<file path="config.mk">
export PLATFORM = sky130hd
export DESIGN_NAME = bp_fe_bht_update_gen
export DESIGN_NICKNAME = d
export VERILOG_FILES = /design/src/rtl/bp_fe_bht_update_gen.sv
export SDC_FILE = /design/constraint.sdc
export NUM_CORES = 1
export LEC_CHECK = 0
export CAP_MARGIN = 20
export CORE_ASPECT_RATIO = 0.9
export CORE_MARGIN = 3
export CORE_UTILIZATION = 30
export CTS_CLUSTER_SIZE = 30
export DETAILED_ROUTE_END_ITERATION = 10
export GPL_TIMING_DRIVEN = 0
export PLACE_DENSITY = 0.46
export SLEW_MARGIN = 20
export SYNTH_ARGS = -nofsm -noshare
export SYNTH_HDL_FRONTEND = slang
export SYNTH_SLANG_ARGS = --single-unit
</file>
<file path="constraint.sdc">
create_clock -name clk_i -period 2.15 [get_ports clk_i]
set_clock_uncertainty 0.1 [all_clocks]
set_input_delay 0.3225 -clock clk_i [delete_from_list [all_inputs] [get_ports clk_i]]
set_output_delay 0.3225 -clock clk_i [all_outputs]
set_load 0.01 [all_outputs]
</file>
<file path="src/rtl/bp_fe_bht_update_gen.sv">
// BHT training write generator: queues predictions in order and
// emits one registered BHT update per resolved branch.
module bp_fe_bht_update_gen #(
  parameter int bht_idx_width_p = 9,
  parameter int fifo_els_p      = 8,
  parameter int cnt_width_p     = 16,
  localparam int ptr_w_lp = $clog2(fifo_els_p),
  localparam int cnt_w_lp = ptr_w_lp + 1
) (
  input  logic                       clk_i,
  input  logic                       reset_n_i,
  input  logic                       pred_v_i,
  output logic                       pred_ready_o,
  input  logic [bht_idx_width_p-1:0] pred_idx_i,
  input  logic                       pred_taken_i,
  input  logic                       res_v_i,
  input  logic                       res_taken_i,
  input  logic                       flush_i,
  output logic                       w_v_o,
  output logic [bht_idx_width_p-1:0] idx_w_o,
  output logic                       correct_o,
  output logic [cnt_w_lp-1:0]        inflight_o,
  output logic [cnt_width_p-1:0]     mispredict_cnt_o,
  output logic                       underflow_o
);

  typedef struct packed {
    logic [bht_idx_width_p-1:0] idx;
    logic                       taken;
  } entry_t;

  localparam logic [cnt_w_lp-1:0] full_lp =
    cnt_w_lp'(fifo_els_p);

  entry_t                     mem_q [fifo_els_p];
  entry_t                     wdata_d;
  entry_t                     head;
  logic [ptr_w_lp-1:0]        wr_ptr_q, wr_ptr_d;
  logic [ptr_w_lp-1:0]        rd_ptr_q, rd_ptr_d;
  logic [cnt_w_lp-1:0]        cnt_q, cnt_d;
  logic                       w_v_q, w_v_d;
  logic [bht_idx_width_p-1:0] idx_w_q, idx_w_d;
  logic                       correct_q, correct_d;
  logic [cnt_width_p-1:0]     mis_q, mis_d;
  logic                       uf_q, uf_d;
  logic                       enq, deq, empty, hit;

  assign empty        = (cnt_q == '0);
  assign pred_ready_o = (cnt_q != full_lp);
  assign enq          = pred_v_i & pred_ready_o & ~flush_i;
  assign deq          = res_v_i & ~empty;
  assign head         = mem_q[rd_ptr_q];
  assign hit          = (head.taken == res_taken_i);

  always_comb begin
    wdata_d   = '{idx: pred_idx_i, taken: pred_taken_i};
    wr_ptr_d  = wr_ptr_q + ptr_w_lp'(enq);
    rd_ptr_d  = rd_ptr_q + ptr_w_lp'(deq);
    cnt_d     = cnt_q + cnt_w_lp'(enq) - cnt_w_lp'(deq);
    w_v_d     = deq;
    idx_w_d   = idx_w_q;
    correct_d = correct_q;
    mis_d     = mis_q;
    uf_d      = uf_q | (res_v_i & empty);
    if (deq) begin
      idx_w_d   = head.idx;
      correct_d = hit;
      if (!hit && mis_q != '1)
        mis_d = mis_q + 1'b1;
    end
    // a flush retires the same-cycle resolve, then drops the rest
    if (flush_i) begin
      rd_ptr_d = wr_ptr_d;
      cnt_d    = '0;
    end
  end

  always_ff @(posedge clk_i) begin
    if (enq)
      mem_q[wr_ptr_q] <= wdata_d;
  end

  always_ff @(posedge clk_i or negedge reset_n_i) begin
    if (!reset_n_i) begin
      wr_ptr_q  <= '0;
      rd_ptr_q  <= '0;
      cnt_q     <= '0;
      w_v_q     <= 1'b0;
      idx_w_q   <= '0;
      correct_q <= 1'b0;
      mis_q     <= '0;
      uf_q      <= 1'b0;
    end else begin
      wr_ptr_q  <= wr_ptr_d;
      rd_ptr_q  <= rd_ptr_d;
      cnt_q     <= cnt_d;
      w_v_q     <= w_v_d;
      idx_w_q   <= idx_w_d;
      correct_q <= correct_d;
      mis_q     <= mis_d;
      uf_q      <= uf_d;
    end
  end

  assign w_v_o            = w_v_q;
  assign idx_w_o          = idx_w_q;
  assign correct_o        = correct_q;
  assign inflight_o       = cnt_q;
  assign mispredict_cnt_o = mis_q;
  assign underflow_o      = uf_q;

endmodule
</file>
==> flow_metrics.tcl <==
set metrics [dict create \
    nets 394 \
    avgSynthCellArea_sq_um 17.3 \
    cts_made_buffers 17 \
    async_flop_share_pct 32.2 \
    ys_warn_count 0 \
    power_mw 9.06 \
    critical_path_required_ps 2330 \
    worstSkewPairLatency_ps 410 \
    rsz0062_at_grt "true" \
    grt_pass1_vias 2842 \
    track_usage_pct 12.7 \
    synth_cell_types 42 \
    p_per_area_mw_per_mm2 1360 \
    wl_per_cell_um 18.1 \
    fin_crit_ps 2190 \
    clock.fmax_mhz 457 \
    violations "negative setup slack" \
    finalMaxSlewViolations 0 \
    period_share_pct 102 \
    tightest_slew_ps 993 \
    seq_area_sq_mm 0.00336 \
    ant_nets 0 \
    syn_area_sq_mm 0.00483 \
    clock-sinks 118 \
    grt_max_degree 24 \
    drt-total-wl_um 10500 \
    multiInputGateArea_sq_mm 0.00165 \
    utilization_pct 42.7 \
    core_area_sq_mm 0.0156 \
    final_hold_viol_count 0 \
    h-tree-depth 4 \
    layout-drive-gt1-share_pct 32.0 \
    power.leakage_nw 2.45 \
    fillers 1403 \
    cts_tree "done" \
    synthTopCellsByCount "edfxtp_1 (80), dfrtp_1 (38), mux4_2 (19), nand2_1 (17)" \
    critPathMaxStageDelay_ps 510 \
    synth.most_common_cell "edfxtp_1" \
    maxCapViolations 0 \
    grt_remaining_overflow 0 \
    synth_top_cell_area_share_pct 49.8 \
    drtIter0Drc 244 \
    drc_errors 0 \
    die_h_um 126 \
    hold_path_class "in -> reg" \
    diodes 0 \
    area_delta_synth_final_pct 38.1 \
    worst_ep_arrival_time_ps 2370 \
    pin_count 49 \
    ys_seq_elements 118 \
    die_area_sq_mm 0.0176 \
    grt_pass1_wl_um 16600 \
    crit_slowest_cell "mux4_2" \
    die_w_um 140 \
    vias 2655 \
    worstPathMaxFanout 7 \
    yosysTopAreaCell "edfxtp_1" \
    synthFlopType "edfxtp_1" \
    antenna_found_initial 0 \
    synth_seq_area_share_pct 69.5 \
    worstPathCellList "buf_12 > mux4_2 > mux2i_4 > xor2_4 > buf_6 > nor3_1 > xor2_1" \
    start_util_pct 30.9 \
    firstDrtPassIters 4 \
    criticalPathCategory "reg -> reg" \
    cp-start-kind "flip-flop" \
    synth_nets 307 \
    status "finished, violations left" \
    clock_path_buffers 2 \
    cp-end-kind "flip-flop" \
    via_per_inst 4.58 \
    path_clk_slew_ps 50 \
    setup_viol 9 \
    synth_area_leaders "edfxtp_1 (50%), dfrtp_1 (20%), mux4_2 (8.9%)" \
    dp_slack_ps -311 \
    slew_headroom_pct 33.8 \
    num_rows 43 \
    io_buffers 47 \
    hpwl_um 6420 \
    worst_slack_ps -38.8 \
    synth-edff-count 80 \
    ir_drop_mv 0.668 \
    synth_cells 279 \
    gp_congestion 0.698 \
    root_buffer "clkbuf_16" \
]
## worst max-delay path, delay by kind of cell, from the launching register on
kind / cells / cell delay (ps)
xor gates and xnor gates: 2 / 470
and+or+nand+nor: 1 / 60
muxes: 2 / 730
buffers and inverters: 2 / 300
DFF: 1 / 400
## power breakdown
part | switching [mW] | leakage [nW] | total, mW | internal (mW)
Clock | 0.956 | 0.313 | 3.00 | 2.05
Sequential | 0.263 | 1.20 | 3.06 | 2.80
Combinational | 1.43 | 0.933 | 3.00 | 1.57
Total | 2.65 | 2.45 | 9.06 | 6.42
## path summary, 6_finish.rpt
check,cells after the start,slack [ps],endpoint,startpoint
max,7,-40,mispredict_cnt_o[11]$_DFFE_PN0P_,rd_ptr_q[0]$_DFF_PN0_
min,2,230,inflight_o[3]$_DFF_PN0_,flush_i
max reg2reg,7,-40,mispredict_cnt_o[11]$_DFFE_PN0P_,rd_ptr_q[0]$_DFF_PN0_
min reg2reg,1,370,underflow_o$_DFF_PN0_,underflow_o$_DFF_PN0_
max in group asynchronous,3,1160,rd_ptr_q[0]$_DFF_PN0_,reset_n_i
min in group asynchronous,2,290,mispredict_cnt_o[0]$_DFFE_PN0P_,reset_n_i
## flip-flops by register name, summed over array words and instances (netlist names)
name              count
correct_o             1
idx_w_o               9
inflight_o            4
mem_q                80
mispredict_cnt_o     16
rd_ptr_q              3
underflow_o           1
w_v_o                 1
wr_ptr_q              3
## cells by family after synthesis
group                      after synthesis  synth area share [%]
xor gates and xnor gates                20                  4.02
muxes                                   33                  12.4
buffers and inverters                   16                  1.61
adders and majority gates               12                  3.27
AOI/OAI and AO/OA                       15                  1.79
and+or+nand+nor                         65                  7.39
DFF                                    118                  69.5
## what timing repair did
action | CTS | global route
hold buffers | 1 | 0
cloned | 1 | 0
endpoints found under the setup margin | 108 | 49
endpoints found under the hold margin | 15 | 0
buffers inserted | 14 | 4
resized for setup | 21 | 20
pin swaps | 9 | 7
## cell usage in the layout (no fill, tap or decap), drive strengths merged, types with 4 or more instances in the layout
master,instances
nor3,5
xor2,13
bufinv,4
clkbuf,26
nor2,13
inv,7
mux2i,10
buf,26
edfxtp,80
mux4,20
xnor2,7
nand2b,4
ha,11
clkinv,5
nand2,17
nand3,4
o21ai,11
clkdlybuf4s50,46
dfrtp,38
## layout make-up
type	instances	share of cell area (%)
multi-input cells	145	24.7
inverters	7	0.432
flip-flops and latches	118	50.4
plain buffers	9	1.01
well taps	202	3.79
clock buffers	22	7.27
clock inverters	9	2.22
repair buffers	68	10.2
## metrics by stage
stage / setup TNS (ps) / cells / cell area [sq um] / hold WS, ps
floorplan: -25.2 / 279 / 4880 / -73.1
finish: -130 / 580 / 6660 / 226
CTS: -2100 / 576 / 6490 / 226
global route: -4680 / 580 / 6660 / 243
detailed placement: -19900 / 529 / 5640 / 202
global placement: -62650 / 528 / 5600 / 356
## layer usage
layer  vias up  share of wire [%]  track usage, %
met5         -                  0               0
met2        32                 49            19.3
met4         0                1.3            4.39
li1       1244                  -               -
met1      1368                 47            17.4
met3        11                2.9            3.73
Note: power is estimated with default switching activity, not from simulation.
